--- config.mk ---
export PLATFORM = sky130hd
export DESIGN_NAME = sc_stream_source
export DESIGN_NICKNAME = d
export VERILOG_FILES = /design/src/rtl/sc_pkg.sv /design/src/rtl/sc_debruijn_gen.sv /design/src/rtl/sc_stream_source.sv
export SDC_FILE = /design/constraint.sdc
export NUM_CORES = 1
export LEC_CHECK = 0
export BUFFER_PORTS_ARGS = -buffer_cell sky130_fd_sc_hd__buf_2
export CORE_MARGIN = 10
export CORE_UTILIZATION = 40
export DETAILED_ROUTE_END_ITERATION = 8
export GPL_ROUTABILITY_DRIVEN = 0
export PLACE_DENSITY_LB_ADDON = 0.2
export RECOVER_POWER = 50
export SLEW_MARGIN = 40
export SYNTH_ARGS = -nofsm -noshare
export SYNTH_HDL_FRONTEND = slang
export SYNTH_SLANG_ARGS = --single-unit
--- constraint.sdc ---
create_clock -name clk -period 1.65 [get_ports clk]
set_clock_uncertainty 0.05 [all_clocks]
set_input_delay 0.165 -clock clk [delete_from_list [all_inputs] [get_ports clk]]
set_output_delay 0.165 -clock clk [all_outputs]
set_load 0.02 [all_outputs]
--- src/rtl/sc_pkg.sv ---
// Shared types and constants for the stochastic stream source: NLFSR tap masks,
// FSM state encoding and the period-length helper.
package sc_pkg;

    typedef enum logic [1:0] {
        IDLE  = 2'd0,
        RUN   = 2'd1,
        FLUSH = 2'd2
    } sc_state_e;

    // Maximal-length Fibonacci masks for a left-shifting register, indexed by WIDTH.
    // Bit WIDTH-1 is always set so the zero-state insertion closes the de Bruijn cycle.
    localparam logic [7:0] TAPS [0:8] = '{
        8'b0000_0000,
        8'b0000_0000,
        8'b0000_0000,
        8'b0000_0110,  // x^3 + x + 1
        8'b0000_1100,  // x^4 + x + 1
        8'b0001_0100,  // x^5 + x^2 + 1
        8'b0011_0000,  // x^6 + x + 1
        8'b0110_0000,  // x^7 + x + 1
        8'b1000_1110   // x^8 + x^6 + x^5 + x^4 + 1
    };

    function automatic int unsigned period_len(input int unsigned w);
        return 32'd1 << w;
    endfunction

endpackage

--- src/rtl/sc_debruijn_gen.sv ---
// De Bruijn NLFSR: an LFSR with the all-zero state spliced in, so it walks every
// WIDTH-bit value exactly once per 2^WIDTH steps.
module sc_debruijn_gen
    import sc_pkg::*;
#(
    parameter int unsigned      WIDTH = 5,
    parameter logic [WIDTH-1:0] SEED  = {{(WIDTH-1){1'b0}}, 1'b1}
) (
    input  logic             clk,
    input  logic             rst,
    input  logic             load,
    input  logic             step,
    output logic [WIDTH-1:0] rnd
);

    localparam logic [7:0]       TAP_ROW = TAPS[WIDTH];
    localparam logic [WIDTH-1:0] MASK    = TAP_ROW[WIDTH-1:0];

    logic [WIDTH-1:0] rnd_q;
    logic [WIDTH-1:0] rnd_d;
    logic             fb;

    // Flipping feedback when the surviving bits are all zero inserts/leaves state 0.
    assign fb = (^(rnd_q & MASK)) ^ (rnd_q[WIDTH-2:0] == '0);

    always_comb begin
        rnd_d = rnd_q;
        if (load) begin
            rnd_d = SEED;
        end else if (step) begin
            rnd_d = {rnd_q[WIDTH-2:0], fb};
        end
    end

    always_ff @(posedge clk or posedge rst) begin
        if (rst) begin
            rnd_q <= SEED;
        end else begin
            rnd_q <= rnd_d;
        end
    end

    assign rnd = rnd_q;

endmodule

--- src/rtl/sc_stream_source.sv ---
// Stochastic number generator: buffers operands over valid/ready and emits one
// unipolar bitstream period per operand, plus the correlator's sequence/enable.
module sc_stream_source
    import sc_pkg::*;
#(
    parameter int unsigned      WIDTH = 5,
    parameter logic [WIDTH-1:0] SEED  = {{(WIDTH-1){1'b0}}, 1'b1}
) (
    input  logic           clk,
    input  logic           rst,
    input  logic           in_valid,
    output logic           in_ready,
    input  logic [WIDTH:0] in_value,
    input  logic           stop,
    output logic           bit_out,
    output logic [WIDTH:0] counter_sob,
    output logic           corr_enable,
    output logic           period_done,
    output logic           busy
);

    localparam int unsigned    PLEN   = period_len(WIDTH);
    localparam logic [WIDTH:0] PERIOD = PLEN[WIDTH:0];
    localparam logic [WIDTH:0] LAST   = PERIOD - 1'b1;
    localparam logic [WIDTH:0] ONE    = {{WIDTH{1'b0}}, 1'b1};

    sc_state_e      state_q, state_d;
    logic [WIDTH:0] cnt_q, cnt_d;
    logic [WIDTH:0] active_q, active_d;
    logic [WIDTH:0] pend_q, pend_d;
    logic           pend_v_q, pend_v_d;
    logic           stop_f_q, stop_f_d;
    logic           first_q, first_d;
    logic           en_q, en_d;

    logic             accept;
    logic [WIDTH:0]   in_sat;
    logic             rnd_load;
    logic             rnd_step;
    logic [WIDTH-1:0] rnd;

    sc_debruijn_gen #(
        .WIDTH (WIDTH),
        .SEED  (SEED)
    ) u_gen (
        .clk  (clk),
        .rst  (rst),
        .load (rnd_load),
        .step (rnd_step),
        .rnd  (rnd)
    );

    assign accept = in_valid & ~pend_v_q;
    assign in_sat = (in_value > PERIOD) ? PERIOD : in_value;

    always_comb begin
        state_d  = state_q;
        cnt_d    = cnt_q;
        active_d = active_q;
        pend_d   = pend_q;
        pend_v_d = pend_v_q;
        stop_f_d = stop_f_q;
        first_d  = first_q;
        en_d     = en_q;
        rnd_load = 1'b0;
        rnd_step = 1'b0;

        unique case (state_q)
            IDLE: begin
                if (pend_v_q) begin
                    active_d = pend_q;
                    pend_v_d = 1'b0;
                    cnt_d    = PERIOD;
                    first_d  = 1'b1;
                    rnd_load = 1'b1;
                    state_d  = RUN;
                end
            end
            RUN: begin
                rnd_step = 1'b1;
                if (stop) begin
                    stop_f_d = 1'b1;
                end
                if (cnt_q == PERIOD) begin
                    first_d = 1'b0;
                end
                if (cnt_q == LAST) begin
                    // Every boundary hands a finished period to the correlator.
                    cnt_d = PERIOD;
                    en_d  = 1'b1;
                    if (pend_v_q) begin
                        active_d = pend_q;
                        pend_v_d = 1'b0;
                    end else if (stop_f_q) begin
                        state_d = FLUSH;
                    end
                end else if (cnt_q == PERIOD) begin
                    cnt_d = ONE;
                end else begin
                    cnt_d = cnt_q + 1'b1;
                end
            end
            FLUSH: begin
                cnt_d    = '0;
                stop_f_d = 1'b0;
                en_d     = 1'b0;
                state_d  = IDLE;
            end
            default: begin
                state_d = IDLE;
            end
        endcase

        if (accept) begin
            pend_d   = in_sat;
            pend_v_d = 1'b1;
        end
    end

    always_ff @(posedge clk or posedge rst) begin
        if (rst) begin
            state_q  <= IDLE;
            cnt_q    <= '0;
            active_q <= '0;
            pend_q   <= '0;
            pend_v_q <= 1'b0;
            stop_f_q <= 1'b0;
            first_q  <= 1'b1;
            en_q     <= 1'b0;
        end else begin
            state_q  <= state_d;
            cnt_q    <= cnt_d;
            active_q <= active_d;
            pend_q   <= pend_d;
            pend_v_q <= pend_v_d;
            stop_f_q <= stop_f_d;
            first_q  <= first_d;
            en_q     <= en_d;
        end
    end

    assign in_ready    = ~pend_v_q;
    assign bit_out     = (state_q == RUN) & ({1'b0, rnd} < active_q);
    assign counter_sob = cnt_q;
    assign corr_enable = en_q;
    assign period_done = (cnt_q == PERIOD) & ~first_q;
    assign busy        = (state_q != IDLE);

endmodule
Word level (Yosys, flattened, before mapping)
Cells that the tools add are included.

Output and inout bits: 11. Register bits: 29. Logic and storage cells: 73.

Magnitude comparators: 2. Muxes and demuxes: 28. $add $sub $neg: 1. Reductions and logical operators: 16. Bitwise logic cells: 6. Eq/ne operators: 11.

Operator list (number): $mux 6 (6); $pmux 6 s3 (1); $ne 2x2->1 const B (6); $pmux 6 s2 (1); $mux 5 (2); $reduce_and 2->1 (5); $mux 1 (9); $mux 2 (4); $pmux 1 s2 (4); $reduce_bool 2->1 (4); $add 6x1->6 const B (1); $eq 6x5->1 const B (1); $eq 6x6->1 const B (1); $gt 6x6->1 const B (1); $lt 5x6->1 (1); $reduce_bool 3->1 (2); $reduce_xor 5->1 (1); $logic_not 4->1 (1); $pmux 2 s2 (1); $reduce_and 4->1 (1); $and 1x1->1 (3); $ne 3x3->1 const B (1); $reduce_and 3->1 (1); $eq 2x1->1 const B (1); 4 further kinds (5).

Depth between registers and ports, before layout
Depth in word-level cells: 4. Mapped depth: 8. Mapped depth without buffers: 6.

Hierarchy
From an unflattened synthesis, not the netlist that was laid out.

Cells, all modules: 159. Area, all modules: 1571.5 um2.

Modules (own cells, without submodules): sc_stream_source (area an instance 1350.0 um2, cells an instance 139, seq. area each 601.8 um2, instances 1); sc_debruijn_gen (area an instance 221.5 um2, cells an instance 20, seq. area each 126.4 um2, instances 1).

Worst setup path before layout
OpenSTA, ideal clock, no wires.

Path type: register to register. Start point: reg state_q[0]. End point: reg cnt_q[4], in the netlist counter_sob[4]. Data required time: 1.504 ns. Library setup time: 0.096 ns. Path slack: -0.148 ns. Path buffers: 1. Stages on the path, launching flop included: 8. Arrival: 1.652 ns. Cell sequence: dfrtp_1 > inv_1 > ha_1 > buf_6 > nor2b_4 > or2_4 > or3_4 > o31ai_1.

Word-level cells in the longest chain between the ends: 3.

Ends and longest elaborated chain: from (decl) (RTL line sc_stream_source.sv:27) `sc_state_e state_q, state_d;`; from (signal assigned) (RTL line sc_stream_source.sv:131) `state_q <= state_d;`; $eq 2x1->1, or another cell as far along (RTL line sc_stream_source.sv:68) `unique case (state_q)`; $reduce_bool 3->1 (no source line) or $ne 2x2->1 (tied branches); $reduce_and 2->1 (no source line); to (signal assigned) (RTL line sc_stream_source.sv:132) `cnt_q <= cnt_d;`; to (decl) (RTL line sc_stream_source.sv:28) `logic [WIDTH:0] cnt_q, cnt_d;`.

Parallel ways exist; a longest one is shown, timed or not. A chain may end at the register's enable or synchronous reset.

Final worst setup path
Start point: reg cnt_q[2], in the netlist counter_sob[2]. End point: out period_done.

Word-level cells in the longest chain between the ends: 2.

Ends and longest elaborated chain: $eq 6x6->1 (RTL line sc_stream_source.sv:146) `assign period_done = (cnt_q == PERIOD) & ~first_q;`; $and 1x1->1 (RTL line sc_stream_source.sv:146); to (decl) (RTL line sc_stream_source.sv:18) `output logic period_done,`.

No other way between the ends.

==> qor.txt <==
simple-gate area share of the yosys netlist - 0.171
core area - 3740 µm²
Row Count - 22
CP Data Required Time - 1.43 ns
HPWL Detailed - 2870 µm
Initial Util - 0.421
Max-slew headroom - 0.518
grt total ovfl - 0
CP cell instances - nor4b_4, nand2_2, nor2_4, buf_6
worst slew pin tran - 0.723 ns
first-pass GRT wire length - 6940 µm
CTS tree - built
Finished Layout Cells - 271
EDFF count, synth - 0
MaxCap Viol Count - 0
# DRC - 0
initial antenna violation count - 0
Synth Area in Adders - 0.0873
Synth cell types - 40
syn_area_per_cell - 9.50 µm²
status - complete, but fails checks
startpoint types - flip-flop
leak pwr - 1.05 nW
vias in the first global route - 1469
PwrDens - 1890 nW/µm²
vias per inst - 5.17
top post-synthesis cells by area - dfrtp_1 (43%), ha_1 (8.7%), nand2_1 (5.7%)
Placed Cells - 249
YS warnings - 0
Vert. Die Dim - 82.8 µm
slowest CP cell - dfrtp_1
RSZ-0062 raised after global routing - true
gr usage total - 0.132
starting DRC count in detailed routing - 104
antenna-violating nets left - 0
DRT Wirelength - 4280 µm
final setup fails - 5
Syn Std Cell Area - 1580 µm²
mux cell area share after synthesis - 0.0333
post-route setup slack - -0.112 ns
Max FO, Critical Path - 8
layout cells sized above 1 - 0.457
Worst-path clk slew - 0.06 ns
top cell type's share of synthesized area - 0.429
Synth Area in XOR/XNOR - 0
Boundary Pins - 21
Final nets - 243
Pins Over Slew Limit - 0
sequential fraction of the synthesis area - 0.462
Clock Sinks - 29
vias - 1400
Wirelength per Cell - 15.8 µm
post-route minimum period - 1.76 ns
Setup CP Type - flip-flop to output pin
synthesis-stage register bit count - 29
crit end category - output pin
number of diodes - 0
Final period util - 1.07
deepest clock path buffer count - 2
hold path depth - 2
FF/Latch Area - 733 µm²
Post-Synthesis Cells - 166
leading area contributor after synthesis - dfrtp_1
cell with the most instances after synthesis - dfrtp_1
fillcell total - 333
main combinational cell family by area after synthesis - compound AO/OA/AOI/OAI gates
Area growth, synth to finish - 45.6%
largest net degree at the start of global routing - 30
Die W - 82.8 µm
multi-input logic area - 981 µm²
pre-CTS setup slack - -0.0198 ns
Final Hold Vio Count - 0
VDD IR max - 0.782 mV
FFs w/ async S/R, synth - 1.00
max frequency - 568 MHz
top post-synthesis cells by count - dfrtp_1 (27), nand2_1 (24), o21ai_0 (15)
CTS Root Cell - clkbuf_8
drt pass-1 iters - 4
Synth Net Count - 187
Synth Flop Type - dfrtp_1
Hold Path Class - input port to flip-flop
# H-tree levels - 2
compound-gate portion of the synthesized area - 0.190
Register-to-Register Path Depth - 6
die area - 6850 µm²
clock buffer count from CTS - 5
worst endpoint data arrival time - 1.55 ns
violated checks - setup timing
Hold WS - 0.0887 ns
IO buf count - 20
Clock Latency Late Sink - 0.28 ns
CP peak stage delay - 0.50 ns
logic make-up after synthesis:
family | Yosys count
simple gates | 53
fa+ha+maj | 11
compound gates | 49
mux | 5
buf+inv | 19
flops | 29
worst paths after layout:
check,start,end,slack (ns)
setup / recovery,counter_sob[2],period_done,-0.11
hold / removal,stop,stop_f_q,0.09
setup reg to reg,state_q[0],counter_sob[4],-0.06
hold reg to reg,pend_q[0],pend_q[0],0.43
max in group asynchronous,rst,counter_sob[0],0.46
min in group asynchronous,rst,counter_sob[4],0.58
placed cells by master, fill, tap and decap left out, drive strengths merged:
cell,n
o31ai,3
nand2,24
o21ai,22
a21boi,1
clkbuf,10
and2,1
ha,11
nor2,6
inv,14
o32ai,1
o22ai,2
a22o,1
buf,51
mux2i,3
dfrtp,27
a21o,1
a31oi,2
and3,2
mux2,2
nand3,4
a211o,2
dlygate4sd3,1
o2bb2ai,2
o21a,1
nor2b,2
a21oi,8
o41ai,1
or3,1
dfstp,2
nand2b,10
or2,1
nor4b,1
a41oi,1
nor3,1
a31o,1
area by class of cell:
class                      count  area share
clock buffer                   8      0.0393
timing repair buffer          54       0.164
sequential                    29       0.320
multi-input combinational    118       0.427
inverter                      14      0.0240
tap                           48      0.0262
per-stage QoR:
step	util	TNS [ns]	cell area (µm²)	power, mW
after CTS	0.566	-0.246	2120	3.98
final	0.613	-0.261	2290	4.34
after floorplan	-	-0.138	1590	2.40
after detailed placement	0.499	-0.0208	1870	3.01
after global placement	0.499	0	1870	2.94
after global routing	0.613	-0.717	2290	4.69
repair_timing:
action | in CTS | in global routing
endpoints found under the hold margin | 27 | 0
resized for setup | 19 | 32
hold buffers | 1 | 0
buffers inserted | 11 | 2
pin swaps | 5 | 12
endpoints found under the setup margin | 7 | 16
gates cloned | 0 | 1
critical path, delay by kind of cell (launching register included):
kind	cells	cell delay, ns
AND/OR/NAND/NOR	3	0.64
flip-flops	1	0.50
buffers and inverters	1	0.13
report_power, final:
| group | switching [mW] | internal (mW) |
|---|---|---|
| clock | 0.257 | 0.339 |
| combinational | 1.27 | 1.25 |
| sequential | 0.226 | 0.997 |
| total | 1.75 | 2.59 |
registers in the layout, summed over array words and instances, names as in the netlist:
register,count
active_q,6
corr_enable,1
counter_sob,6
first_q,1
pend_q,6
pend_v_q,1
state_q,2
stop_f_q,1
u_gen.rnd,5
per-layer routing:
layer / track usage / vias to the layer above / wire [µm]
li1: - / 690 / -
met1: 0.156 / 673 / 1810
met2: 0.215 / 29 / 2200
met3: 0.0399 / 8 / 168
met4: 0.0602 / 0 / 102
met5: 0 / - / 0
No activity file was read; power rests on OpenSTA's default activity.
